`src/rtl/wbs_mem_bridge.sv`:
```
// Wishbone slave that maps host bus cycles onto the ANN core's load and
// readback ports: node/leaf memory writes, query FIFO pushes, best-index
// memory reads and a small control/status register bank.
module wbs_mem_bridge #(
   parameter int DATA_WIDTH = 11,
   parameter int NODE_AW    = 6,
   parameter int LEAF_AW    = 12,
   parameter int BEST_AW    = 10
) (
   input  logic                    wb_clk_i,
   input  logic                    wb_rst_i,
   input  logic                    wbs_stb_i,
   input  logic                    wbs_cyc_i,
   input  logic                    wbs_we_i,
   input  logic [3:0]              wbs_sel_i,
   input  logic [31:0]             wbs_adr_i,
   input  logic [31:0]             wbs_dat_i,
   output logic                    wbs_ack_o,
   output logic [31:0]             wbs_dat_o,
   output logic                    node_wen,
   output logic [NODE_AW-1:0]      node_waddr,
   output logic [2*DATA_WIDTH-1:0] node_wdata,
   output logic                    leaf_wen,
   output logic [LEAF_AW-1:0]      leaf_waddr,
   output logic [DATA_WIDTH-1:0]   leaf_wdata,
   output logic                    query_wenq,
   output logic [DATA_WIDTH-1:0]   query_wdata,
   input  logic                    query_wfull_n,
   output logic                    best_ren,
   output logic [BEST_AW-1:0]      best_raddr,
   input  logic [DATA_WIDTH-1:0]   best_rdata,
   output logic                    fsm_start,
   input  logic                    fsm_done,
   input  logic                    fsm_busy,
   output logic                    mode,
   output logic                    debug
);

   typedef enum logic [1:0] {
      IDLE,
      WSTALL,
      RWAIT,
      ACK
   } state_t;

   state_t      state_q, state_d;
   logic [31:0] datOut_q, datOut_d;
   logic        mode_q, mode_d;
   logic        debug_q, debug_d;

   logic        request;
   logic        hit;
   logic [3:0]  region;
   logic [15:0] offset;
   logic        selRegs, selQuery, selLeaf, selBest, selNode;
   logic        nodeInRange, leafInRange, bestInRange;
   logic [31:0] regRdata;
   logic        unusedBits;

   // Address decode: the 0x300x_xxxx window, one 64K region per target.
   assign request  = wbs_cyc_i & wbs_stb_i;
   assign hit      = ((wbs_adr_i[31:16] & 16'hFFF0) == 16'h3000);
   assign region   = wbs_adr_i[19:16];
   assign offset   = wbs_adr_i[15:0];
   assign selRegs  = hit && (region == 4'd0);
   assign selQuery = hit && (region == 4'd1);
   assign selLeaf  = hit && (region == 4'd2);
   assign selBest  = hit && (region == 4'd3);
   assign selNode  = hit && (region == 4'd4);

   // Heap index 0 is not a real node, so it is excluded from the node range.
   assign nodeInRange = (offset[15:NODE_AW] == '0) && (offset != 16'd0);
   assign leafInRange = (offset[15:LEAF_AW] == '0);
   assign bestInRange = (offset[15:BEST_AW] == '0);

   assign node_waddr  = wbs_adr_i[NODE_AW-1:0];
   assign node_wdata  = wbs_dat_i[2*DATA_WIDTH-1:0];
   assign leaf_waddr  = wbs_adr_i[LEAF_AW-1:0];
   assign leaf_wdata  = wbs_dat_i[DATA_WIDTH-1:0];
   assign query_wdata = wbs_dat_i[DATA_WIDTH-1:0];
   assign best_raddr  = wbs_adr_i[BEST_AW-1:0];

   assign wbs_dat_o = datOut_q;
   assign mode      = mode_q;
   assign debug     = debug_q;

   // Byte selects and upper data bits carry no meaning for this bridge.
   assign unusedBits = ^{wbs_sel_i, wbs_dat_i[31:2*DATA_WIDTH]};

   // Control/status register readback, selected by byte offset.
   always_comb begin
      regRdata = 32'h0;
      case (offset)
         16'h0000: regRdata = {31'b0, mode_q};
         16'h0004: regRdata = {31'b0, debug_q};
         16'h0008: regRdata = {31'b0, fsm_done};
         16'h0010: regRdata = {31'b0, fsm_busy};
         default:  regRdata = 32'h0;
      endcase
   end

   // State, read-data and control registers.
   always_ff @(posedge wb_clk_i) begin
      if (wb_rst_i) begin
         state_q  <= IDLE;
         datOut_q <= 32'h0;
         mode_q   <= 1'b0;
         debug_q  <= 1'b0;
      end else begin
         state_q  <= state_d;
         datOut_q <= datOut_d;
         mode_q   <= mode_d;
         debug_q  <= debug_d;
      end
   end

   // Transaction sequencing: side effects fire in the cycle a request is
   // accepted, then a single ACK cycle in which no new request is taken.
   // Strobes are held low while reset is asserted so a cancelled stall
   // cannot leak a push.
   always_comb begin
      state_d    = state_q;
      datOut_d   = datOut_q;
      mode_d     = mode_q;
      debug_d    = debug_q;
      node_wen   = 1'b0;
      leaf_wen   = 1'b0;
      query_wenq = 1'b0;
      best_ren   = 1'b0;
      fsm_start  = 1'b0;
      wbs_ack_o  = 1'b0;
      case (state_q)
         IDLE: begin
            if (request) begin
               if (selBest && !wbs_we_i && bestInRange) begin
                  best_ren = 1'b1;
                  state_d  = RWAIT;
               end else if (selQuery && wbs_we_i && !query_wfull_n) begin
                  state_d = WSTALL;
               end else begin
                  state_d = ACK;
                  if (wbs_we_i) begin
                     node_wen   = selNode && nodeInRange;
                     leaf_wen   = selLeaf && leafInRange;
                     query_wenq = selQuery;
                     if (selRegs) begin
                        case (offset)
                           16'h0000: mode_d    = wbs_dat_i[0];
                           16'h0004: debug_d   = wbs_dat_i[0];
                           16'h000C: fsm_start = wbs_dat_i[0];
                           default:  ;
                        endcase
                     end
                  end else begin
                     datOut_d = selRegs ? regRdata : 32'h0;
                  end
               end
            end
         end
         WSTALL: begin
            if (!wbs_cyc_i) begin
               state_d = IDLE;
            end else if (query_wfull_n) begin
               query_wenq = 1'b1;
               state_d    = ACK;
            end
         end
         RWAIT: begin
            if (!wbs_cyc_i) begin
               state_d = IDLE;
            end else begin
               datOut_d = 32'(best_rdata);
               state_d  = ACK;
            end
         end
         ACK: begin
            wbs_ack_o = 1'b1;
            state_d   = IDLE;
         end
         default: state_d = IDLE;
      endcase
      if (wb_rst_i) begin
         node_wen   = 1'b0;
         leaf_wen   = 1'b0;
         query_wenq = 1'b0;
         best_ren   = 1'b0;
         fsm_start  = 1'b0;
         wbs_ack_o  = 1'b0;
      end
   end

endmodule
```
`config.mk`:
```
export PLATFORM = sky130hd
export DESIGN_NAME = wbs_mem_bridge
export DESIGN_NICKNAME = d
export VERILOG_FILES = /design/src/rtl/wbs_mem_bridge.sv
export SDC_FILE = /design/constraint.sdc
export NUM_CORES = 1
export LEC_CHECK = 0
export ABC_CLOCK_PERIOD_IN_PS = 5280
export CORE_MARGIN = 5
export CORE_UTILIZATION = 30
export DETAILED_ROUTE_END_ITERATION = 8
export PLACE_DENSITY = 0.95
export SLEW_MARGIN = 15
export SYNTH_ARGS = -nofsm -noshare
export SYNTH_HDL_FRONTEND = slang
export SYNTH_SLANG_ARGS = --single-unit
```
`constraint.sdc`:
```
create_clock -name wb_clk_i -period 5.28 [get_ports wb_clk_i]
set_input_delay 1.056 -clock wb_clk_i [delete_from_list [all_inputs] [get_ports wb_clk_i]]
set_output_delay 1.056 -clock wb_clk_i [all_outputs]
set_load 0.05 [all_outputs]
```
[After elaboration in Yosys (flattened, before gate mapping)]
Index checks and enable logic that the tools add are counted.
W data, S select, Z words.
Storage, ports and cells
  bits in registers: 36
  input bits: 87
  output and inout port bits: 112
  logic and storage cells: 100
Operators by class
  equal/unequal tests: 18
  muxes and demuxes: 49
  bitwise gates (word level): 3
  reduce and logical (&&, ||, !) cells: 26
Operators by type and width (number)
  $mux W32: 6
  $pmux W32 S2: 1
  $mux W1: 33
  $eq A16 B4 Y1 const B: 2
  $eq A16 B3 Y1 const B: 1
  $eq A16 B5 Y1 const B: 1
  $logic_not A16 Y1: 1
  $reduce_bool A16 Y1: 1
  $reduce_and A7 Y1: 2
  $eq A12 B10 Y1 const B: 1
  $logic_and A1 B1 Y1: 12
  $mux W2: 6
  $logic_not A10 Y1: 1
  $ne A2 B2 Y1 const B: 5
  $eq A4 B2 Y1 const B: 2
  $logic_not A4 Y1: 2
  $pmux W2 S4: 1
  $logic_not A6 Y1: 1
  $reduce_and A6 Y1: 1
  $eq A2 B2 Y1 const B: 2
  $eq A4 B1 Y1 const B: 1
  $eq A4 B3 Y1 const B: 1
  $pmux W1 S4: 1
  $ne A3 B3 Y1 const B: 1
  8 further kinds: 10

[Longest topological paths before layout]
  depth after elaboration: 9
  depth in mapped cells: 7
  mapped depth without buffers: 6

[Worst setup path after synthesis]
No wires, ideal clock.
  path type: in2out
  start: input wbs_adr_i[13]
  end: output fsm_start
  arrival time: 3.107 ns
  required time: 4.224 ns
  slack: 1.117 ns
  stages on the path: 4
  buffers on the path: 0
  path through: or4_4 > nor4_2 > nand3_1 > nor3_1
On the way
  word-level cells in the longest chain between the ends: 9
  elaborated cells between the ends (all ways): 11
  classes of those cells: eq/ne (1); mux (8); reduce/logical (2)
RTL lines
  start: declaration: line 16  | input logic [31:0] wbs_adr_i,
  $eq A16 B4 Y1: line 147  | case (offset)
  $mux W1: line 147
  $mux W1: line 146  | if (selRegs) begin
  $mux W1: line 142  | if (wbs_we_i) begin
  $mux W1: line 138  | end else if (selQuery && wbs_we_i && !query_wfull_n) begin
  $mux W1 *: line 135  | if (selBest && !wbs_we_i && bestInRange) begin
  $mux W1 *: line 134  | if (request) begin
  $mux W1 *: line 132  | case (state_q)
  $mux W1 *: line 182  | if (wb_rst_i) begin
  end: declaration: line 32  | output logic fsm_start,
Mark *: on every way between the ends. The rest lies on a longest branch, timed or not.

[Worst setup path in the final report]
Same ends and word-level chain as after synthesis.

==> results.tsv <==
metric	value	unit
startpoint_type	input port	
initial_utilization	0.3116	
drtIter0Drc	117	
ys.warnings.count	0	
synthMuxAreaShare	0.006484	
final_area	2237	um^2
total_power	0.5542	mW
cts_buffer_depth	2	
clockRootBuffer	clkbuf_8	
antennaDiodeCount	0	
nets	344	
firstDrtPassIters	4	
max-cap-violations	0	
stdcell_count	324	
r2r_cells	6	
cts_buffers	3	
synth_edf_count	0	
yosysTopAreaCellShare	0.4020	
synth.distinct_cells	42	
gp_congestion	0.7622	
end_kind	output pin	
grt_start_max_net_pins	15	
synth_area_leaders	buf_4 (40%), dfxtp_1 (17%), a21oi_1 (4.0%)	
peakVddDrop	0.1030	mV
rsz0062_at_grt	false	
hold_viol_final	0	
h-tree-depth	1	
viasPerCell	4.611	
hold_depth	2	
crit_arrival	3.66	ns
drcViolationCount	0	
synth-simple-area-share	0.2219	
dieArea	7411	um^2
dpl_cell_area	2191	um^2
synth_compound_area_frac	0.1326	
rows	27	
grt_pass1_vias	1526	
rrSetupSlack	3.44	ns
clkLatencyLatePin	0.25	ns
synth_ff_type	dfxtp_1	
post-cts-setup-buffer-count	0	
yosys.area_share.xor_xnor	0	
cp_max_fo	3	
place_hpwl	4.051	mm
cts_tree	built	
cts-resized-gates	0	
fmax	0.2120	GHz
power_density	247.7	nW/um^2
yosysSeqAreaShare	0.1729	
layout-drive-gt1-share	0.05556	
ant_nets	0	
clkSlewWorstSetupHoldPaths	0.07	ns
syn_area	1737	um^2
min_period	4.716	ns
drt-total-wl	4.790	mm
grt_usage	0.1207	
syn_avg_cell_area	7.719	um^2
dp_cells	320	
outcome	finished, final reports clean	
vias	1494	
tightest_slew	0.7120	ns
required	4.22	ns
port_buffers	101	
r2r_end	mode	
p_leak	0.8204	nW
synth_fa_ha_area_frac	0.02882	
ios	199	
grt-ovfl-total	0	
async_flop_share	0	
clock_sinks	15	
die_h	86.09	um
min_to	wbs_dat_o[4]	
yosys.area.top_type	buf_4	
post-route-util	0.4013	
hp-class	reg2reg	
grt_first_pass_wirelength	7.362	mm
setup_tns	0	ns
holdCritStartpoint	wbs_dat_o[4]	
fin_worst_skew	0.003815	ns
area_delta_synth_final	28.82	%
die_w	86.09	um
rr_startpoint	state_q[0]	
antenna_found_initial	0	
ctsHoldBuffers	0	
design.core.area	5574	um^2
synth_top_family_by_area	buffers and inverters	
wl_per_cell	14.78	um
report.final.slew_viol_count	0	
syn-instance-count	225	
critPathKind	in2out	
fin_crit_sh	0.8932	
setup_viol	0	
synth_seq_cells	15	
relSlewSlack	0.5253	
[area by class of cell]
type	count	area, um^2
Clock buffer	3	41.29
Clock inverter	1	5.005
Fill cell	564	3337
Inverter	7	26.28
Multi-Input combinational cell	124	755.7
Sequential cell	15	300.3
Tap cell	72	90.09
Timing Repair Buffer	102	1018
[state kept, by name (all words and copies together), names as in the netlist]
name / flops
wbs_dat_o: 11
debug: 1
state_q: 2
mode: 1
[layout by cell type (no fill, tap or decap), types with 2 or more instances in the layout]
| cell type | synthesis | layout |
|---|---|---|
| a221oi_1 | 2 | 2 |
| nor3_1 | 6 | 6 |
| a31oi_1 | 2 | 2 |
| clkbuf_8 | 0 | 3 |
| nand2b_1 | 2 | 2 |
| inv_1 | 7 | 7 |
| nor2_1 | 3 | 3 |
| dfxtp_1 | 15 | 15 |
| o21ai_0 | 10 | 10 |
| or3_1 | 2 | 2 |
| nand2_1 | 9 | 9 |
| and3_1 | 3 | 3 |
| o41ai_1 | 2 | 2 |
| nand4_1 | 3 | 3 |
| ha_1 | 4 | 4 |
| nand3_1 | 14 | 14 |
| nand3b_1 | 2 | 2 |
| clkdlybuf4s50_1 | 0 | 101 |
| a31o_2 | 2 | 2 |
| nor4_2 | 2 | 2 |
| nor2b_1 | 4 | 4 |
| conb_1 | 1 | 21 |
| nor4_1 | 2 | 2 |
| a21oi_1 | 14 | 14 |
[worst max-delay path, cell delays in order]
cell and delay [ns]:
clkdlybuf4s50_1 0.40, or4_4 0.57, nor4_2 0.38, nand3_1 0.19, nor3_1 0.22, clkdlybuf4s50_1 0.84
[cell families after synthesis]
group                    Yosys count
other                              1
flip-flops                        15
adder cells (fa/ha/maj)            4
AND/OR/NAND/NOR                   61
buffers and inverters            106
AO/OA/AOI/OAI                     37
multiplexers                       1
[power breakdown]
group | switching [mW] | internal, mW | total [mW]
logic | 0.205 | 0.111 | 0.316
clock network | 0.0446 | 0.0523 | 0.0969
registers | 0.0112 | 0.131 | 0.142
[metal layers]
metal | vias up | part of all wire | routed length (um) | GRT usage
met5 | - | 0 | 0 | 0
met4 | 0 | 0.012 | 59 | 0.04460
met2 | 79 | 0.52 | 2487 | 0.2151
met3 | 6 | 0.10 | 481 | 0.03266
li1 | 724 | - | - | -
met1 | 685 | 0.37 | 1761 | 0.1362
[per-stage QoR]
step                      hold WS [ns]  setup WS (ns)
after floorplan                 0.5151          1.117
after global placement          0.4531         0.5881
after detailed placement        0.4603         0.5660
after CTS                       0.4709         0.5657
after global routing            0.4922         0.4716
final                           0.4717         0.5638
[worst max path at each step]
stage | startpoint | to | depth (start not counted)
final | wbs_adr_i[13] | fsm_start | 6
after global routing | wbs_adr_i[28] | query_wenq | 7
after CTS | wbs_adr_i[13] | fsm_start | 6
after detailed placement | wbs_adr_i[13] | fsm_start | 6
after global placement | wbs_adr_i[13] | node_wen | 6
after floorplan | wbs_adr_i[13] | fsm_start | 4
[synthesized netlist by cell type, types with 2 or more instances]
master and instances:
and3_1 3, dfxtp_1 15, a221oi_1 2, nor2_1 3, a31o_2 2, nand3_1 14
nand4_1 3, inv_1 7, o21ai_0 10, clkbuf_1 3, nor3_1 6, nand2_1 9
ha_1 4, nor4_1 2, nor4_2 2, or3_1 2, a21oi_1 14, a31oi_1 2
buf_4 93, nand3b_1 2, o41ai_1 2, nor2b_1 4, nand2b_1 2
Note: power is estimated with default switching activity, not from simulation.
